**config.mk**
```make
export PLATFORM = sky130hd
export DESIGN_NAME = regfile_wb_scheduler
export DESIGN_NICKNAME = d
export VERILOG_FILES = /design/src/rtl/rv_pkg.sv /design/src/rtl/rr_arbiter2.sv /design/src/rtl/regfile_wb_scheduler.sv
export SDC_FILE = /design/constraint.sdc
export NUM_CORES = 1
export LEC_CHECK = 0
export CAP_MARGIN = 20
export CORE_MARGIN = 1.5
export CORE_UTILIZATION = 45
export DETAILED_ROUTE_END_ITERATION = 6
export PLACE_DENSITY = 0.81
export REMOVE_ABC_BUFFERS = 1
export SYNTH_ARGS = -nofsm -noshare
export SYNTH_HDL_FRONTEND = slang
export SYNTH_SLANG_ARGS = --single-unit
```
**constraint.sdc**
```tcl
create_clock -name i_clk -period 3.4 [get_ports i_clk]
set_input_delay 0.51 -clock i_clk [delete_from_list [all_inputs] [get_ports i_clk]]
set_output_delay 0.51 -clock i_clk [all_outputs]
set_load 0.1 [all_outputs]
```
**src/rtl/rv_pkg.sv**
```systemverilog
// Shared register-file constants and writeback source encoding for the
// writeback scheduler and its round-robin arbiter.
package rv_pkg;

    // Default datapath width of register write data.
    localparam int XLEN = 32;

    // Index width for a 32-entry architectural register file.
    localparam int REG_IDX_W = 5;

    // Writeback sources; the encoding doubles as the grant vector bit index.
    typedef enum logic {
        WB_ALU = 1'b0,
        WB_LSU = 1'b1
    } wb_src_e;

    // x0 is hardwired to zero: writes to it are dropped, it is never busy.
    localparam logic [REG_IDX_W-1:0] REG_ZERO = '0;

endpackage

```
**src/rtl/rr_arbiter2.sv**
```systemverilog
// Two-requester round-robin arbiter. Bit 0 of the request/grant vectors is
// the ALU, bit 1 is the LSU. A registered favour bit picks the winner under
// contention and flips only when both requesters were present.
module rr_arbiter2 #(
    parameter bit ALU_FIRST = 1'b1
) (
    input  logic       i_clk,
    input  logic       i_reset,
    input  logic [1:0] i_req,
    output logic [1:0] o_grant
);
    import rv_pkg::*;

    wb_src_e r_favour;
    logic    w_contend;

    assign w_contend = i_req[0] && i_req[1];

    // One-hot grant: a lone requester always wins, contention goes to the favoured side.
    always_comb begin
        o_grant = 2'b00;
        if (w_contend) begin
            if (r_favour == WB_ALU) begin
                o_grant = 2'b01;
            end else begin
                o_grant = 2'b10;
            end
        end else begin
            o_grant = i_req;
        end
    end

    // Favour bit: restored on reset, handed to the loser after every contended grant.
    always_ff @(posedge i_clk or posedge i_reset) begin
        if (i_reset) begin
            r_favour <= ALU_FIRST ? WB_ALU : WB_LSU;
        end else if (w_contend) begin
            r_favour <= (r_favour == WB_ALU) ? WB_LSU : WB_ALU;
        end
    end

endmodule

```
**src/rtl/regfile_wb_scheduler.sv**
```systemverilog
// Register-file writeback scheduler. Arbitrates the single write port between
// the ALU and the LSU, registers the winning write for one cycle, and keeps a
// per-register pending-write scoreboard that stalls issue on RAW/WAW hazards.
module regfile_wb_scheduler #(
    parameter int XLEN      = rv_pkg::XLEN,
    parameter int NREG      = 32,
    parameter bit ALU_FIRST = 1'b1,
    localparam int IDX_W    = $clog2(NREG)
) (
    input  logic             i_clk,
    input  logic             i_reset,
    // ALU writeback request
    input  logic             i_alu_valid,
    input  logic [IDX_W-1:0] i_alu_rd,
    input  logic [XLEN-1:0]  i_alu_data,
    output logic             o_alu_ready,
    // LSU writeback request
    input  logic             i_lsu_valid,
    input  logic [IDX_W-1:0] i_lsu_rd,
    input  logic [XLEN-1:0]  i_lsu_data,
    output logic             o_lsu_ready,
    // Issue-side hazard interface
    input  logic             i_issue_valid,
    input  logic             i_issue_has_rd,
    input  logic [IDX_W-1:0] i_issue_rd,
    input  logic [IDX_W-1:0] i_issue_rs1,
    input  logic [IDX_W-1:0] i_issue_rs2,
    output logic             o_stall,
    // Register file write port
    output logic             o_we,
    output logic [IDX_W-1:0] o_write_register,
    output logic [XLEN-1:0]  o_write_data
);
    import rv_pkg::*;

    localparam logic [IDX_W-1:0] W_ZERO_IDX = IDX_W'(REG_ZERO);

    logic [NREG-1:0]  r_busy;
    logic             r_we;
    logic [IDX_W-1:0] r_write_register;
    logic [XLEN-1:0]  r_write_data;

    logic [1:0]       w_grant;
    logic             w_alu_grant;
    logic             w_lsu_grant;
    logic             w_grant_any;
    logic [IDX_W-1:0] w_wb_rd;
    logic [XLEN-1:0]  w_wb_data;
    logic             w_wb_write;
    logic             w_issue_accept;
    logic             w_issue_sets;
    logic [NREG-1:0]  w_set_mask;
    logic [NREG-1:0]  w_clr_mask;

    rr_arbiter2 #(
        .ALU_FIRST (ALU_FIRST)
    ) u_arb (
        .i_clk   (i_clk),
        .i_reset (i_reset),
        .i_req   ({i_lsu_valid, i_alu_valid}),
        .o_grant (w_grant)
    );

    assign w_alu_grant = w_grant[WB_ALU];
    assign w_lsu_grant = w_grant[WB_LSU];
    assign w_grant_any = w_alu_grant || w_lsu_grant;

    assign o_alu_ready = w_alu_grant;
    assign o_lsu_ready = w_lsu_grant;

    // Steer the granted source onto the writeback path.
    always_comb begin
        w_wb_rd   = i_alu_rd;
        w_wb_data = i_alu_data;
        if (w_lsu_grant) begin
            w_wb_rd   = i_lsu_rd;
            w_wb_data = i_lsu_data;
        end
    end

    // A grant to x0 is consumed but never reaches the register file.
    assign w_wb_write = w_grant_any && (w_wb_rd != W_ZERO_IDX);

    // Hazard stall: any operand or the destination still has a write pending.
    // A register whose writeback is granted this cycle is still busy here; its
    // value only reaches the register file on the next cycle.
    always_comb begin
        o_stall = i_issue_valid &&
                  (r_busy[i_issue_rs1] ||
                   r_busy[i_issue_rs2] ||
                   (i_issue_has_rd && r_busy[i_issue_rd]));
    end

    assign w_issue_accept = i_issue_valid && !o_stall;
    assign w_issue_sets   = w_issue_accept && i_issue_has_rd && (i_issue_rd != W_ZERO_IDX);

    // Per-cycle scoreboard updates from issue (set) and writeback (clear).
    always_comb begin
        w_set_mask = '0;
        w_clr_mask = '0;
        if (w_issue_sets) begin
            w_set_mask[i_issue_rd] = 1'b1;
        end
        if (w_wb_write) begin
            w_clr_mask[w_wb_rd] = 1'b1;
        end
    end

    // Scoreboard state: clear first, then set, so a newly issued writer wins.
    always_ff @(posedge i_clk or posedge i_reset) begin
        if (i_reset) begin
            r_busy <= '0;
        end else begin
            r_busy <= (r_busy & ~w_clr_mask) | w_set_mask;
        end
    end

    // Write port register: one cycle after the grant; index/data hold when idle.
    always_ff @(posedge i_clk or posedge i_reset) begin
        if (i_reset) begin
            r_we             <= 1'b0;
            r_write_register <= '0;
            r_write_data     <= '0;
        end else begin
            r_we <= w_wb_write;
            if (w_wb_write) begin
                r_write_register <= w_wb_rd;
                r_write_data     <= w_wb_data;
            end
        end
    end

    assign o_we             = r_we;
    assign o_write_register = r_write_register;
    assign o_write_data     = r_write_data;

    // Every real writeback must retire a write that issue registered earlier.
    a_wb_to_busy : assert property (@(posedge i_clk) disable iff (i_reset)
        w_wb_write |-> r_busy[w_wb_rd]);

endmodule

```
Word-level counts from Yosys, hierarchy flattened
Cells that the tools add are included.
- register bits after elaboration: 71
- input bits: 95
- logic and storage cells: 46
- output and inout port bits: 41
- reduce and logical (&&, ||, !) cells: 15
- mux-type cells: 17
- bitwise operators: 3
- magnitude comparators: 6
- operators with widths (kind ; number):
    two-way mux 32 bit ; 3
    bitwise AND 32 bit ; 1
    inverter 32 bit ; 1
    bitwise OR 32 bit ; 1
    less-than comparator 5 x 6 -> 1 bit, second input constant ; 4
    binary-select mux 1 bit (select 5 bit) ; 3
    demux 1 bit (select 5 bit) ; 2
    >= comparator 5 x 1 -> 1 bit, second input constant ; 2
    nonzero test 5 bit ; 2
    logical AND 1 bit ; 9
    two-way mux 1 bit ; 6
    two-way mux 5 bit ; 1
    two-way mux 2 bit ; 2
    logical OR 1 bit ; 3
    zero test 1 bit ; 1

Longest topological paths before layout
- depth in word-level cells: 11
- depth in mapped cells: 9
- mapped depth without buffers: 7

By module
Synthesis repeated with hierarchy kept, for this count alone.
- cell total of the unflattened synthesis: 487
- area total of the unflattened synthesis: 4416.7 um2
- by module, submodules not included (module ; area each (um2) ; sequential area each (um2) ; times used ; cells each):
    regfile_wb_scheduler ; 4356.7 ; 1751.7 ; 1 ; 480
    rr_arbiter2 ; 60.1 ; 25.0 ; 1 ; 7

Least setup slack after synthesis
OpenSTA, ideal clock, no wires.
- path type: input port to flip-flop
- from: input port i_alu_valid
- to: register r_busy[11]
- path slack: -0.700 ns
- required time: 3.265 ns
- buffers on the path: 1
- library setup time: 0.135 ns
- stages: 6
- arrival time: 3.965 ns
- cell sequence: a21boi_0 > a21boi_0 > or2_2 > buf_1 > o21ai_0 > o31ai_1
- word-level cells in the longest chain between the ends: 11
- elaborated cells on any way between the ends: 15
- classes of those cells: order compare: 2; mux: 5; bitwise: 3; reduce/logical: 5
- ends and longest elaborated chain (what ; RTL line ; text):
    from (decl) ; regfile_wb_scheduler.sv:13 ; input logic i_alu_valid,
    logical AND 1 bit ; rr_arbiter2.sv:17 ; assign w_contend = i_req[0] && i_req[1];
    two-way mux 2 bit * ; rr_arbiter2.sv:22 ; if (w_contend) begin
    two-way mux 5 bit ; regfile_wb_scheduler.sv:75 ; if (w_lsu_grant) begin
    less-than comparator 5 x 6 -> 1 bit (implied by the code) / >= comparator 5 x 1 -> 1 bit (equally long branches) ; regfile_wb_scheduler.sv:105 ; w_clr_mask[w_wb_rd] = 1'b1;
    logical AND 1 bit (implied by the code) ; regfile_wb_scheduler.sv:105 ;
    two-way mux 1 bit (implied by the code) ; regfile_wb_scheduler.sv:105 ;
    demux 1 bit (select 5 bit) ; regfile_wb_scheduler.sv:105 ;
    two-way mux 32 bit * ; regfile_wb_scheduler.sv:104 ; if (w_wb_write) begin
    inverter 32 bit * ; regfile_wb_scheduler.sv:114 ; r_busy <= (r_busy & ~w_clr_mask) | w_set_mask;
    bitwise AND 32 bit * ; regfile_wb_scheduler.sv:114 ;
    bitwise OR 32 bit * ; regfile_wb_scheduler.sv:114 ;
    to (signal assigned) ; regfile_wb_scheduler.sv:114 ;
    to (decl) ; regfile_wb_scheduler.sv:38 ; logic [NREG-1:0] r_busy;
Every way passes the cells marked *; elsewhere a longest branch is shown, timed or not.
A chain may end at the register's enable or synchronous reset.

Final worst setup path
- from: input port i_issue_rd[0]
- to: output port o_stall
- word-level cells in the longest chain between the ends: 5
- ends and longest elaborated chain (what ; RTL line ; text):
    from (decl) ; regfile_wb_scheduler.sv:25 ; input logic [IDX_W-1:0] i_issue_rd,
    binary-select mux 1 bit (select 5 bit) ; regfile_wb_scheduler.sv:91 ; (i_issue_has_rd && r_busy[i_issue_rd]));
    two-way mux 1 bit (implied by the code) ; regfile_wb_scheduler.sv:91 ;
    logical AND 1 bit ; regfile_wb_scheduler.sv:91 ;
    logical OR 1 bit ; regfile_wb_scheduler.sv:90 ; r_busy[i_issue_rs2] ||
    logical AND 1 bit ; regfile_wb_scheduler.sv:88 ; o_stall = i_issue_valid &&
    to (decl) ; regfile_wb_scheduler.sv:28 ; output logic o_stall,
Every way passes these cells. The select of a mux whose other input is x is not followed.

==> flow_metrics.py <==
metrics = {
    "clocking": {
        "post_cts_buffers": 0,
        "cts_hold_buffers": 0,
        "cts_resized": 0,
        "numClockSinks": 71,
        "clk_latency_ps": 350,
        "cts_tree": "done",
        "clk_pin_slew_ps": 70,
        "clock_path_buffers": 2,
        "cts_buffers": 9,
        "htree_num_levels": 3,
        "cts_root_buf": "clkbuf_8",
    },
    "die": {
        "rows": 36,
        "ioPinCount": 136,
        "die_w_um": 102,
        "die_h_um": 102,
        "initial_core_util_pct": 45.9,
        "core_area_um2": 9680,
        "dieArea_um2": 10500,
    },
    "worst_hold_path": {
        "hp-class": "flop to flop",
        "hold_depth": 0,
        "hold_end": "r_busy[0]",
        "holdCritStartpoint": "r_busy[0]",
    },
    "cells_and_area": {
        "layout-drive-gt1-share_pct": 11.5,
        "final_nets": 673,
        "antenna_cells": 0,
        "final_common_cell": "clkdlybuf4s50_1",
        "area_growth_pct": 37.6,
        "postLayoutCoreUtil_pct": 63.2,
        "regArea_um2": 1780,
        "n_fill_cell": 781,
        "final_cell_mix": "clkdlybuf4s50_1, dfrtp_1, o21ai_0, mux2i_1, nand2_1",
        "multiInputGateArea_um2": 2420,
        "fin_area_um2": 6120,
        "fin_cells": 716,
    },
    "timing": {
        "worstMarginPinSlew_ps": 1000,
        "hold_violations": 0,
        "hold-worst-slack_ps": 468,
        "max_freq_mhz": 304,
        "clock_skew_ps": 9.87,
        "fin_crit_sh_pct": 96.7,
        "rsz0062_at_grt": "false",
        "setup_viol": 0,
        "maxSlewViolCount": 0,
        "post-route-min-period_ps": 3290,
        "slew_headroom_pct": 32.8,
    },
    "synth": {
        "synth_edf_count": 0,
        "async_reset_ff_share_pct": 100,
        "yosysSeqAreaShare_pct": 39.9,
        "syn_area_um2": 4450,
        "synthFlopType": "dfrtp_1",
        "ys_ff_latch": 71,
        "ys_warn_count": 0,
        "netlist_instances": 457,
        "synth_cell_types": 50,
        "syn_area_per_cell_um2": 9.74,
    },
    "run": {
        "max_cap_violations": 0,
    },
    "critical_path": {
        "cp_data_required_time_ps": 2890,
        "endpoint_kind": "primary output",
        "reg2reg_depth": 7,
        "r2r_slack_ps": 890,
        "cp.arrival_ps": 2780,
        "crit_type": "input pin to primary output",
        "cp_max_fo": 22,
        "r2r_end": "r_busy[8]",
        "critPathLaunchType": "input pin",
        "r2r_start": "u_arb.r_favour",
    },
    "pwr": {
        "ir_drop_mv": 0.367,
        "power.density_nw_per_um2": 533,
        "power_mw": 3.26,
        "leakage_nw": 2.60,
    },
    "global_route": {
        "antenna_found_initial": 0,
        "grt_pass1_wl_um": 21100,
        "grt_max_degree": 72,
        "grt_use_total_pct": 26.6,
        "grt_pass1_vias": 4149,
        "overflow": 0,
    },
    "routing": {
        "drt_iter0_drc": 371,
        "drt_pass1_iterations": 5,
        "vias_per_cell": 5.85,
        "routed_wl_um": 13200,
        "ant_nets": 0,
        "num_vias": 4191,
        "drt-wirelength-per-cell_um": 18.4,
        "drc": 0,
    },
    "placement": {
        "placed_area_um2": 5920,
        "dp_hpwl_um": 9660,
        "io_buffer_count": 135,
        "gp_routability_congestion": 0.943,
        "place_inst": 700,
    },
    "status": {
        "status": "finished clean",
    },
}
-- worst max path at each step --
stage / slack (ps) / to / cells past startpoint / start
floorplan: -640 / r_busy[11] / 5 / i_alu_valid
CTS: 40 / o_stall / 9 / i_issue_rs1[2]
global placement: 120 / o_stall / 8 / i_issue_rs1[2]
detailed placement: 50 / o_stall / 9 / i_issue_rs1[2]
finish: 110 / o_stall / 9 / i_issue_rd[0]
global route: 20 / o_stall / 9 / i_issue_rd[0]
-- cells by family (layout without fill, tap and decap cells) --
group / Yosys count / after routing / share of synthesized area [%]
AO/OA/AOI/OAI: 132 / 132 / 19.9
XOR/XNOR: 1 / 1 / 0.197
flip-flops: 71 / 71 / 39.9
buffers and inverters: 48 / 174 / 5.71
AND/OR/NAND/NOR: 123 / 123 / 13.8
multiplexers: 82 / 82 / 20.4
-- stage by stage --
stage,setup slack (ps),TNS [ps]
floorplan,-636,-23980
global placement,122,0
detailed placement,48.0,0
CTS,38.3,0
global route,22.4,0
finish,113,0
-- routing by layer --
| layer | routed length (µm) | vias to the layer above | share of wire, % | GRT usage, % |
|---|---|---|---|---|
| li1 | - | 1939 | - | - |
| met1 | 5150 | 1948 | 39 | 32.6 |
| met2 | 6450 | 259 | 49 | 44.1 |
| met3 | 1120 | 45 | 8.5 | 6.09 |
| met4 | 479 | 0 | 3.6 | 13.1 |
| met5 | 0 | - | 0 | 0 |
-- registers in the layout, summed over array words and instances, names as in the netlist --
signal / flops
o_we: 1
o_write_data: 32
u_arb.r_favour: 1
o_write_register: 5
r_busy: 32
-- power by group --
part / internal [mW] / switching, mW
combinational: 0.461 / 1.05
sequential: 0.972 / 0.116
clock: 0.357 / 0.312
-- worst max-delay path, stage by stage --
cell	delay, ps
clkdlybuf4s50_1	510
buf_12	180
mux4_2	520
a22oi_1	190
o21ai_1	90
a211o_1	240
and2_1	160
o21a_1	190
buf_12	170
-- area by class of cell --
type,instances,share of cell area [%]
multi-input combinational,338,39.5
sequential,71,29.0
timing repair buffer,150,25.0
tap,133,2.72
clock buffer,11,2.31
clock inverter,5,0.940
inverter,8,0.490
-- cell usage after synthesis (all sizes together), types with 2 or more instances --
library cell  instances  area share (%)
dfrtp                71              40
o21ai                71             8.0
mux2i                61              14
nand2                60             5.1
nand3                29             3.4
buf                  22             3.5
clkbuf               18             1.5
o31ai                17             2.9
mux2                 16             4.1
o41ai                14             3.9
a22oi                 9             1.5
inv                   7            0.59
a21oi                 5            0.56
and3                  5            0.70
mux4                  5             2.5
nor2b                 5            0.70
nor3b                 4            0.67
a21boi                3            0.51
a221oi                3            0.59
and3b                 3            0.59
nor2                  3            0.25
a22o                  2            0.39
a311oi                2            0.39
and2                  2            0.28
nand2b                2            0.45
nand3b                2            0.34
or2                   2            0.28
Power figures use the tool's default switching activity.
